## src/rtl/framebuffer_arbiter_pkg.sv

```systemverilog
// Shared display definitions: screen geometry and the framebuffer arbiter state encoding.
// Also imported by vga_controller so both blocks agree on the frame size.
package framebuffer_arbiter_pkg;

   localparam int DISP_WIDTH  = 640;
   localparam int DISP_HEIGHT = 480;

   typedef enum logic [0:0] {
      StIdle,
      StClear
   } fb_state_e;

endpackage

```

## src/rtl/framebuffer_arbiter.sv

```systemverilog
// Single-port framebuffer RAM arbiter: display reads beat the frame clear, which beats
// the draw engine's one-entry write holding register.
module framebuffer_arbiter
   import framebuffer_arbiter_pkg::*;
#(
   parameter int SCREEN_WIDTH  = DISP_WIDTH,
   parameter int SCREEN_HEIGHT = DISP_HEIGHT,
   parameter int ADDR_WIDTH    = $clog2(SCREEN_WIDTH * SCREEN_HEIGHT)
) (
   input  logic                  clk,
   input  logic                  reset,
   input  logic                  vga_rd_en,
   input  logic [ADDR_WIDTH-1:0] vga_addr,
   output logic                  vga_pixel,
   input  logic                  frame_pulse,
   input  logic                  clear_en,
   input  logic                  wr_valid,
   input  logic [ADDR_WIDTH-1:0] wr_addr,
   input  logic                  wr_data,
   output logic                  wr_ready,
   output logic                  fb_en,
   output logic                  fb_we,
   output logic [ADDR_WIDTH-1:0] fb_addr,
   output logic                  fb_wdata,
   input  logic                  fb_rdata,
   output logic                  clearing,
   output logic                  clear_done,
   output logic                  overrun
);

   localparam int unsigned NumPix = SCREEN_WIDTH * SCREEN_HEIGHT;
   localparam logic [ADDR_WIDTH-1:0] LastAddr = ADDR_WIDTH'(NumPix - 1);

   fb_state_e             state_q, state_d;
   logic [ADDR_WIDTH-1:0] clr_cnt_q, clr_cnt_d;
   logic                  hold_valid_q, hold_valid_d;
   logic [ADDR_WIDTH-1:0] hold_addr_q, hold_addr_d;
   logic                  hold_data_q, hold_data_d;
   logic                  overrun_q, overrun_d;
   logic                  wr_in_range;

   assign wr_ready    = !hold_valid_q && (state_q == StIdle);
   assign clearing    = (state_q == StClear);
   assign overrun     = overrun_q;
   assign vga_pixel   = fb_rdata;
   assign wr_in_range = (32'(wr_addr) < NumPix);

   always_comb begin
      state_d      = state_q;
      clr_cnt_d    = clr_cnt_q;
      hold_valid_d = hold_valid_q;
      hold_addr_d  = hold_addr_q;
      hold_data_d  = hold_data_q;
      overrun_d    = overrun_q;
      fb_en        = 1'b0;
      fb_we        = 1'b0;
      fb_addr      = '0;
      fb_wdata     = 1'b0;
      clear_done   = 1'b0;

      if (vga_rd_en) begin
         fb_en   = 1'b1;
         fb_addr = vga_addr;
      end

      unique case (state_q)
         StIdle: begin
            if (!vga_rd_en && hold_valid_q) begin
               fb_en        = 1'b1;
               fb_we        = 1'b1;
               fb_addr      = hold_addr_q;
               fb_wdata     = hold_data_q;
               hold_valid_d = 1'b0;
            end
            if (frame_pulse && clear_en) begin
               state_d   = StClear;
               clr_cnt_d = '0;
            end
         end
         StClear: begin
            if (frame_pulse && clear_en) begin
               overrun_d = 1'b1;
            end
            // The counter only advances on cycles the clear actually owns the RAM.
            if (!vga_rd_en) begin
               fb_en    = 1'b1;
               fb_we    = 1'b1;
               fb_addr  = clr_cnt_q;
               fb_wdata = 1'b0;
               if (clr_cnt_q == LastAddr) begin
                  clear_done = 1'b1;
                  state_d    = StIdle;
                  clr_cnt_d  = '0;
               end else begin
                  clr_cnt_d = clr_cnt_q + 1'b1;
               end
            end
         end
         default: state_d = StIdle;
      endcase

      // Off-screen writes complete the handshake but are dropped here.
      if (wr_valid && wr_ready && wr_in_range) begin
         hold_valid_d = 1'b1;
         hold_addr_d  = wr_addr;
         hold_data_d  = wr_data;
      end
   end

   always_ff @(posedge clk or posedge reset) begin
      if (reset) begin
         state_q      <= StIdle;
         clr_cnt_q    <= '0;
         hold_valid_q <= 1'b0;
         hold_addr_q  <= '0;
         hold_data_q  <= 1'b0;
         overrun_q    <= 1'b0;
      end else begin
         state_q      <= state_d;
         clr_cnt_q    <= clr_cnt_d;
         hold_valid_q <= hold_valid_d;
         hold_addr_q  <= hold_addr_d;
         hold_data_q  <= hold_data_d;
         overrun_q    <= overrun_d;
      end
   end

endmodule

```

## config.mk

```make
export PLATFORM = sky130hd
export DESIGN_NAME = framebuffer_arbiter
export DESIGN_NICKNAME = d
export VERILOG_FILES = /design/src/rtl/framebuffer_arbiter_pkg.sv /design/src/rtl/framebuffer_arbiter.sv
export SDC_FILE = /design/constraint.sdc
export NUM_CORES = 1
export LEC_CHECK = 0
export CORE_MARGIN = 5
export CORE_UTILIZATION = 40
export DETAILED_ROUTE_END_ITERATION = 8
export PLACE_DENSITY = 0.79
export SYNTH_ARGS = -nofsm -noshare
export SYNTH_HDL_FRONTEND = slang
export SYNTH_SLANG_ARGS = --single-unit
```

## constraint.sdc

```tcl
create_clock -name clk -period 2.6 [get_ports clk]
set_input_delay 0.52 -clock clk [delete_from_list [all_inputs] [get_ports clk]]
set_output_delay 0.52 -clock clk [all_outputs]
set_load 0.005 [all_outputs]
```

==> Word-level counts from Yosys, hierarchy flattened <==
Cells that the tools add are included.
{ "classes": {"n_eq_ne": 4, "n_mux": 27, "n_reduce_logical": 11, "n_addsub": 1, "bitwise": 1, "order_cmp": 1} }
{ "op_table": {"columns": ["cell", "n"], "rows": [
  ["$mux 19", 6],
  ["$pmux 19 s2", 2],
  ["$add 19x1->19 const B", 1],
  ["$eq 19x19->1 const B", 1],
  ["$lt 19x19->1 const B", 1],
  ["$mux 1", 15],
  ["$pmux 1 s2", 4],
  ["$reduce_and 2->1", 3],
  ["$logic_and 1x1->1", 5],
  ["$ne 2x1->1 const B", 2],
  ["$logic_not 1->1", 2],
  ["$ne 2x2->1 const B", 1],
  ["$reduce_bool 2->1", 1],
  ["$not 1->1", 1]
]} }
{ "word_totals": {"ff_bits": 42, "input_bits": 46, "wordCells": 51} }

==> Logic depth before layout (Yosys ltp) <==
Gate-level depths: netlist of the first run.
{ "logic_depth": {"ltp_word": 6, "depth_mapped": 7, "ltp_nobuf": 6} }

==> Worst setup path after synthesis of the first run <==
No wires, ideal clock.
{ "synth_path": {"path_kind": "reg-to-output", "startpoint": "register state_q (netlist: clearing)", "endpoint": "output port fb_addr[0]", "slack_ns": 0.795, "stages_incl_launch_ff": 5, "path_buffers": 2, "arrival_time_ns": 1.285, "required_time_ns": 2.080, "path_cell_list": "dfrtp_1 > clkbuf_1 > clkbuf_1 > a22oi_1 > o21ai_0"} }
{ "synth_between": {"elab_chain_len": 2} }
{ "synth_rtl": {"columns": ["element", "line", "text"], "rows": [
  ["start: declaration", "framebuffer_arbiter.sv:34", "fb_state_e state_q, state_d;"],
  ["start signal: assignment", "framebuffer_arbiter.sv:112", "state_q <= StIdle;"],
  ["start signal: assignment", "framebuffer_arbiter.sv:119", "state_q <= state_d;"],
  ["$not 1->1", null, null],
  ["$pmux 19 s2 *", "framebuffer_arbiter.sv:66", "unique case (state_q)"],
  ["end: declaration", "framebuffer_arbiter.sv:23", "output logic [ADDR_WIDTH-1:0] fb_addr,"]
]} }
Every way passes the cells marked *; elsewhere a longest branch is shown, timed or not.

==> Worst setup path after layout of the first run <==
{ "layout_path": {"startpoint": "register clr_cnt_q[1]", "endpoint": "output port clear_done"} }
{ "layout_between": {"elab_chain_len": 4} }
{ "layout_rtl": {"columns": ["element", "line", "text"], "rows": [
  ["start: declaration", "framebuffer_arbiter.sv:35", "logic [ADDR_WIDTH-1:0] clr_cnt_q, clr_cnt_d;"],
  ["start signal: assignment", "framebuffer_arbiter.sv:120", "clr_cnt_q <= clr_cnt_d;"],
  ["$eq 19x19->1", "framebuffer_arbiter.sv:90", "if (clr_cnt_q == LastAddr) begin"],
  ["$mux 1", "framebuffer_arbiter.sv:90", null],
  ["$mux 1", "framebuffer_arbiter.sv:85", "if (!vga_rd_en) begin"],
  ["$mux 1", "framebuffer_arbiter.sv:66", null],
  ["end: declaration", "framebuffer_arbiter.sv:27", "output logic clear_done,"]
]} }
Every way passes these cells.

==> impl_metrics.tcl, run 1 <==
set metrics [dict create \
    start_kind "register" \
    grt_start_max_net_pins 43 \
    synthArstFlopShare_pct 100 \
    vias_per_cell 5.48 \
    cts_buffer_depth 2 \
    area_growth_pct 36.9 \
    path_clk_slew_ns 0.08 \
    setup_viol 0 \
    endpoint_kind "output port" \
    yosys_most_used_dff "dfrtp_1" \
    hold_violations 0 \
    cp_num_buf_inv 2 \
    yosysWarnings 0 \
    layout_common_cells "clkdlybuf4s50_1 (70), nand2_1 (52), dfrtp_1 (39), o21ai_0 (30)" \
    grt_pass1_wl_um 11600 \
    layout-drive-gt1-share_pct 17.0 \
    ys_ff_latch 42 \
    fillers 531 \
    cp_slowest_cell "clkdlybuf4s50_1" \
    io_pins 73 \
    max_freq_mhz 389 \
    overflow 0 \
    leakagePower_nw 1.41 \
    syn_nets 327 \
    tritoncts "yes" \
    initial_core_util_pct 40.6 \
    antenna_cells 0 \
    wl_um 6810 \
    dr.first_iter.drc_count 256 \
    avgRoutedWirePerCell_um 15.8 \
    rsz0062_at_grt "true" \
    synth.distinct_cells 47 \
    peakVddDrop_uv 298 \
    fin_crit_ns 2.57 \
    first_global_vias 2355 \
    synthCells 280 \
    clock_skew_ns 0.00599 \
    synth.cell_area_sq_mm 0.00255 \
    dr.pass1.iters 4 \
    critPathKind "reg -> out" \
    worstMarginPinSlew_ns 0.539 \
    io_buffers 70 \
    layout_commonest_cell "clkdlybuf4s50_1" \
    worst_ep_required_time_ns 2.08 \
    worstSkewPairLatency_ns 0.30 \
    core-area_sq_mm 0.00628 \
    arrival_ns 2.05 \
    route.detailed.drc 0 \
    cpPeakStageDelay_ns 0.49 \
    crit_chain "ha_4 -> and4_4 -> nand3_4 -> nor3_2 -> buf_4 -> clkdlybuf4s50_1" \
    critPathTopFamily "buffers and inverters" \
    post-dp-hpwl_um 4930 \
    dieArea_sq_mm 0.00807 \
    fin_crit_sh_pct 98.8 \
    cap_violations 0 \
    gp_congestion 0.791 \
    cts.htree.levels 2 \
    outcome "complete, no violations" \
    die_w_um 89.8 \
    cts_buffers 5 \
    antenna_found_initial 0 \
    rows 29 \
    dr_total_vias 2355 \
    final-seq-area_sq_mm 0.00105 \
    power.density_mw_per_mm2 545 \
    drv_slew 0 \
    ant_nets 0 \
    hold_buffers 0 \
    root_buffer "clkbuf_8" \
    slew_headroom_pct 64.1 \
    synth_edf_count 0 \
    syn_area_per_cell_sq_um 9.10 \
    seq_area_frac_synth_pct 41.2 \
    clock_sinks 42 \
    multi_input_comb_area_sq_mm 0.00134 \
    holdWs_ns 0.477 \
    fin_nets 399 \
    cp_max_fo 5 \
    die_h_um 89.8 \
    min_path_type "reg -> reg" \
    fin_tns_setup_ns 0 \
    grt_usage_pct 17.1 \
]
report_power, final:
group          internal (mW)  total [mW]  switching (mW)
Combinational          0.252       0.422           0.170
Clock                  0.410       0.640           0.230
Sequential             0.748       0.841          0.0927
Total                   1.41        1.90           0.492
layout make-up:
cell class	instances	share of cell area, %
Clock buffer	6	2.37
Inverter	3	0.323
Multi-Input combinational cell	213	38.5
Sequential cell	42	30.2
Timing Repair Buffer	87	24.1
Clock inverter	2	1.72
Tap cell	77	2.76
through the flow:
| stage | setup slack, ns | total power [mW] | instances | util [%] | cell area [sq um] |
|---|---|---|---|---|---|
| global placement | 0.0710 | 1.22 | 420 | 52.6 | 3300 |
| global route | -0.0725 | 2.00 | 430 | 55.6 | 3490 |
| detailed placement | 0.0676 | 1.23 | 420 | 52.6 | 3300 |
| finish | 0.0323 | 1.90 | 430 | 55.6 | 3490 |
| CTS | 0.00351 | 1.89 | 430 | 55.2 | 3470 |
| floorplan | 0.795 | 1.05 | 280 | - | 2550 |
layer usage:
metal  vias up  part of all wire (%)  GRT usage (%)  routed length (um)
li1       1150                     -              -                   -
met1      1103                    44           23.2                3000
met2        86                    48           27.2                3290
met3        16                   5.7           4.01                 387
met4         0                   2.0           4.91                 134
met5         -                     0              0                   0
state kept, by name, indices dropped and copies added (netlist names):
name / flops
hold_valid_q: 1
clr_cnt_q: 19
overrun: 1
clearing: 1
hold_addr_q: 19
hold_data_q: 1
final timing paths:
| path | start | to | slack, ns | depth (start not counted) |
|---|---|---|---|---|
| min in group asynchronous | reset | hold_addr_q[1] | 0.64 | 3 |
| min reg2reg | overrun | overrun | 0.48 | 1 |
| max reg2reg | clr_cnt_q[2] | clr_cnt_q[17] | 0.80 | 5 |
| max | clr_cnt_q[1] | clear_done | 0.03 | 6 |
| min | overrun | overrun | 0.48 | 1 |
| max in group asynchronous | reset | clr_cnt_q[16] | 1.55 | 3 |
logic make-up (layout without fill, tap and decap cells):
family	after synthesis	count (layout)	synth area share (%)
AND/OR/NAND/NOR	112	112	22.3
AO/OA/AOI/OAI	79	79	19.7
flip-flops	42	42	41.2
buffers and inverters	25	98	7.17
multiplexers	20	20	8.79
adder cells (fa/ha/maj)	1	1	0.491
XOR/XNOR	1	1	0.344
cells in the mapped netlist, drive strengths merged (2+ instances only):
| cell | number | share of area (%) |
|---|---|---|
| dfrtp | 42 | 41 |
| inv | 3 | 0.44 |
| o31ai | 3 | 0.88 |
| or3 | 4 | 0.98 |
| a21o | 2 | 0.59 |
| mux2 | 19 | 8.4 |
| nand2b | 2 | 0.49 |
| nor2b | 2 | 0.49 |
| and4 | 2 | 0.88 |
| a31o | 3 | 1.0 |
| a22o | 2 | 0.74 |
| o21ai | 31 | 6.5 |
| buf | 12 | 4.1 |
| a31oi | 5 | 1.2 |
| nor4 | 2 | 0.49 |
| nand4 | 7 | 1.7 |
| o21a | 2 | 0.88 |
| a21oi | 16 | 3.1 |
| nand3 | 12 | 2.8 |
| nand2 | 52 | 7.7 |
| a22oi | 10 | 2.9 |
| nor2 | 17 | 2.6 |
| clkbuf | 9 | 1.3 |
| nor3 | 7 | 1.4 |
what timing repair did:
item                                    4_1_cts  5_1_grt
setup buffers                                 2        0
pin swaps                                     0        1
endpoints found under the setup margin        3        4
hold endpoints to repair                      0        0
gates resized for setup                       2        6
Note: power is estimated with default switching activity, not from simulation.
==> run 2, diff against run 1 <==
--- a/config.mk
+++ b/config.mk
@@ -8,7 +8,8 @@
 export CORE_MARGIN = 5
 export CORE_UTILIZATION = 40
 export DETAILED_ROUTE_END_ITERATION = 8
-export PLACE_DENSITY = 0.79
+export PLACE_DENSITY = 0.8
+export SETUP_SLACK_MARGIN = 0.05
 export SYNTH_ARGS = -nofsm -noshare
 export SYNTH_HDL_FRONTEND = slang
 export SYNTH_SLANG_ARGS = --single-unit
==> run 2 against run 1 <==
Clock power is 37% lower. Worst hold slack got worse by 0.0026 ns. Cell count is 0.23% lower. Global-route usage down 0.88 points. Fmax up 6.9%. Combinational power shrank 1%. Core utilization fell by 1.1 points. Critical endpoint is now fb_addr[10]. Largest power group unchanged.
==> impl_metrics.tcl, run 2 (synthesis results as in run 1) <==
set metrics [dict create \
    outcome "complete, no violations" \
    grt_pass1_wl_um 10900 \
    r2r_cells 6 \
    core-area_sq_mm 0.00628 \
    root_buffer "clkbuf_8" \
    leakagePower_nw 1.40 \
    peakVddDrop_uv 303 \
    startpoint "clearing" \
    cts_buffers 5 \
    arrival_ns 1.88 \
    cpPeakStageDelay_ns 0.53 \
    antenna_cells 0 \
    tritoncts "yes" \
    gp_congestion 0.776 \
    layout_commonest_cell "clkdlybuf4s50_1" \
    preCtsSetupSlack_ns 0.0236 \
    wl_um 6750 \
    worst_ep_required_time_ns 2.08 \
    fin_crit_ns 2.40 \
    pwr-share-clk_pct 24.4 \
    worstMarginPinSlew_ns 0.564 \
    route.detailed.drc 0 \
    clock_sinks 42 \
    critPathKind "reg -> out" \
    slew_headroom_pct 62.0 \
    r2r_setup_slack_ns 0.76 \
    cts_buffer_depth 2 \
    first_global_vias 2250 \
    dr_total_vias 2410 \
    worstSkewPairLatency_ns 0.29 \
    p_seq_share_pct 50.4 \
    internal-power_mw 1.18 \
    fillers 558 \
    hold_start "overrun" \
    max_freq_mhz 416 \
    vias_per_cell 5.62 \
    fin_tns_setup_ns 0 \
    cp_max_fo 27 \
    dieArea_sq_mm 0.00807 \
    min_path_type "reg -> reg" \
    rsz0062_at_grt "true" \
    crit_chain "buf_4 -> a21oi_1 -> o21ai_0 -> clkdlybuf4s50_1" \
    rows 29 \
    die_h_um 89.8 \
    switching_share_pct 28.5 \
    cap_violations 0 \
    die_w_um 89.8 \
    cts.htree.levels 2 \
    setup_viol 0 \
    reg_top3 "clr_cnt_q x19, hold_addr_q x19" \
    r2r_end "hold_addr_q[2]" \
    dr.first_iter.drc_count 275 \
    overflow 0 \
    io_pins 73 \
    switching_power_mw 0.471 \
    clock_skew_ns 0.00769 \
    layout_common_cells "clkdlybuf4s50_1 (68), nand2_1 (52), dfrtp_1 (42), o21ai_0 (30)" \
    finalWorstSetupSlack_ns 0.199 \
    grt_start_max_net_pins 44 \
    rr_startpoint "clearing" \
    power.density_mw_per_mm2 483 \
    fin_crit_sh_pct 92.4 \
    avgRoutedWirePerCell_um 15.7 \
    endpoint_kind "output port" \
    ant_nets 0 \
    hold_violations 0 \
    antenna_found_initial 0 \
    drv_slew 0 \
    fin_nets 399 \
    cp_slowest_cell "clkdlybuf4s50_1" \
    path_clk_slew_ns 0.08 \
    power_frac_comb_pct 25.2 \
    initial_core_util_pct 40.6 \
    io_buffers 70 \
    post-dp-hpwl_um 4910 \
    grt_usage_pct 16.2 \
    hold_buffers 0 \
    layout-drive-gt1-share_pct 15.1 \
    critPathCapture "fb_addr[10]" \
    area_growth_pct 34.2 \
    dr.pass1.iters 4 \
    start_kind "register" \
]
-- run 2: stage by stage --
stage                     power [mW]  util (%)  area (sq um)  instances  hold WS [ns]
after global placement          1.22      52.5          3300        419         0.459
after CTS                       1.65      54.1          3390        428         0.477
after global routing            1.74      54.5          3420        429         0.492
after floorplan                 1.05         -          2550        280         0.458
final                           1.65      54.5          3420        429         0.474
after detailed placement        1.23      52.5          3300        419         0.459
-- run 2: power by group through the flow --
stage	Clock (mW)	Sequential (mW)	Combinational (mW)
after floorplan	0	0.815	0.233
after detailed placement	0	0.849	0.386
after global placement	0	0.846	0.377
after global routing	0.436	0.845	0.460
final	0.403	0.832	0.416
after CTS	0.411	0.830	0.413
-- run 2: worst min-delay path by stage --
| stage | end | slack (ns) | cells past startpoint |
|---|---|---|---|
| floorplan | hold_addr_q[11] | 0.46 | 1 |
| global placement | overrun | 0.46 | 1 |
| detailed placement | overrun | 0.46 | 1 |
| CTS | overrun | 0.48 | 1 |
| global route | overrun | 0.49 | 1 |
| finish | overrun | 0.47 | 1 |
-- run 2: area by class of cell --
type	instances	area (sq um)	area share, %
inverters	3	11.3	0.329
repair buffers	87	860	25.1
clock buffers	7	76.3	2.23
well taps	77	96.3	2.82
flip-flops and latches	42	1050	30.7
multi-input cells	213	1330	38.8
-- run 2: metal layers --
metal	vias up	routed length (um)	global-route usage (%)	share of wire (%)
li1	1161	-	-	-
met1	1164	2920	21.0	43
met2	76	3390	26.9	50
met3	9	362	4.26	5.4
met4	0	73	4.16	1.1
met5	-	0	0	0
-- run 2: worst max-delay path, delay by kind of cell, from the launching register on --
kind                   cells  cell delay (ns)
AO/OA/AOI/OAI              2             0.29
flip-flops                 1             0.45
buffers and inverters      2             0.84
-- run 2: timing repair --
action / 4_1_cts / 5_1_grt
setup endpoints to repair: 1 / 14
cloned: 0 / 1
buffers inserted: 2 / 0
resized for setup: 3 / 1
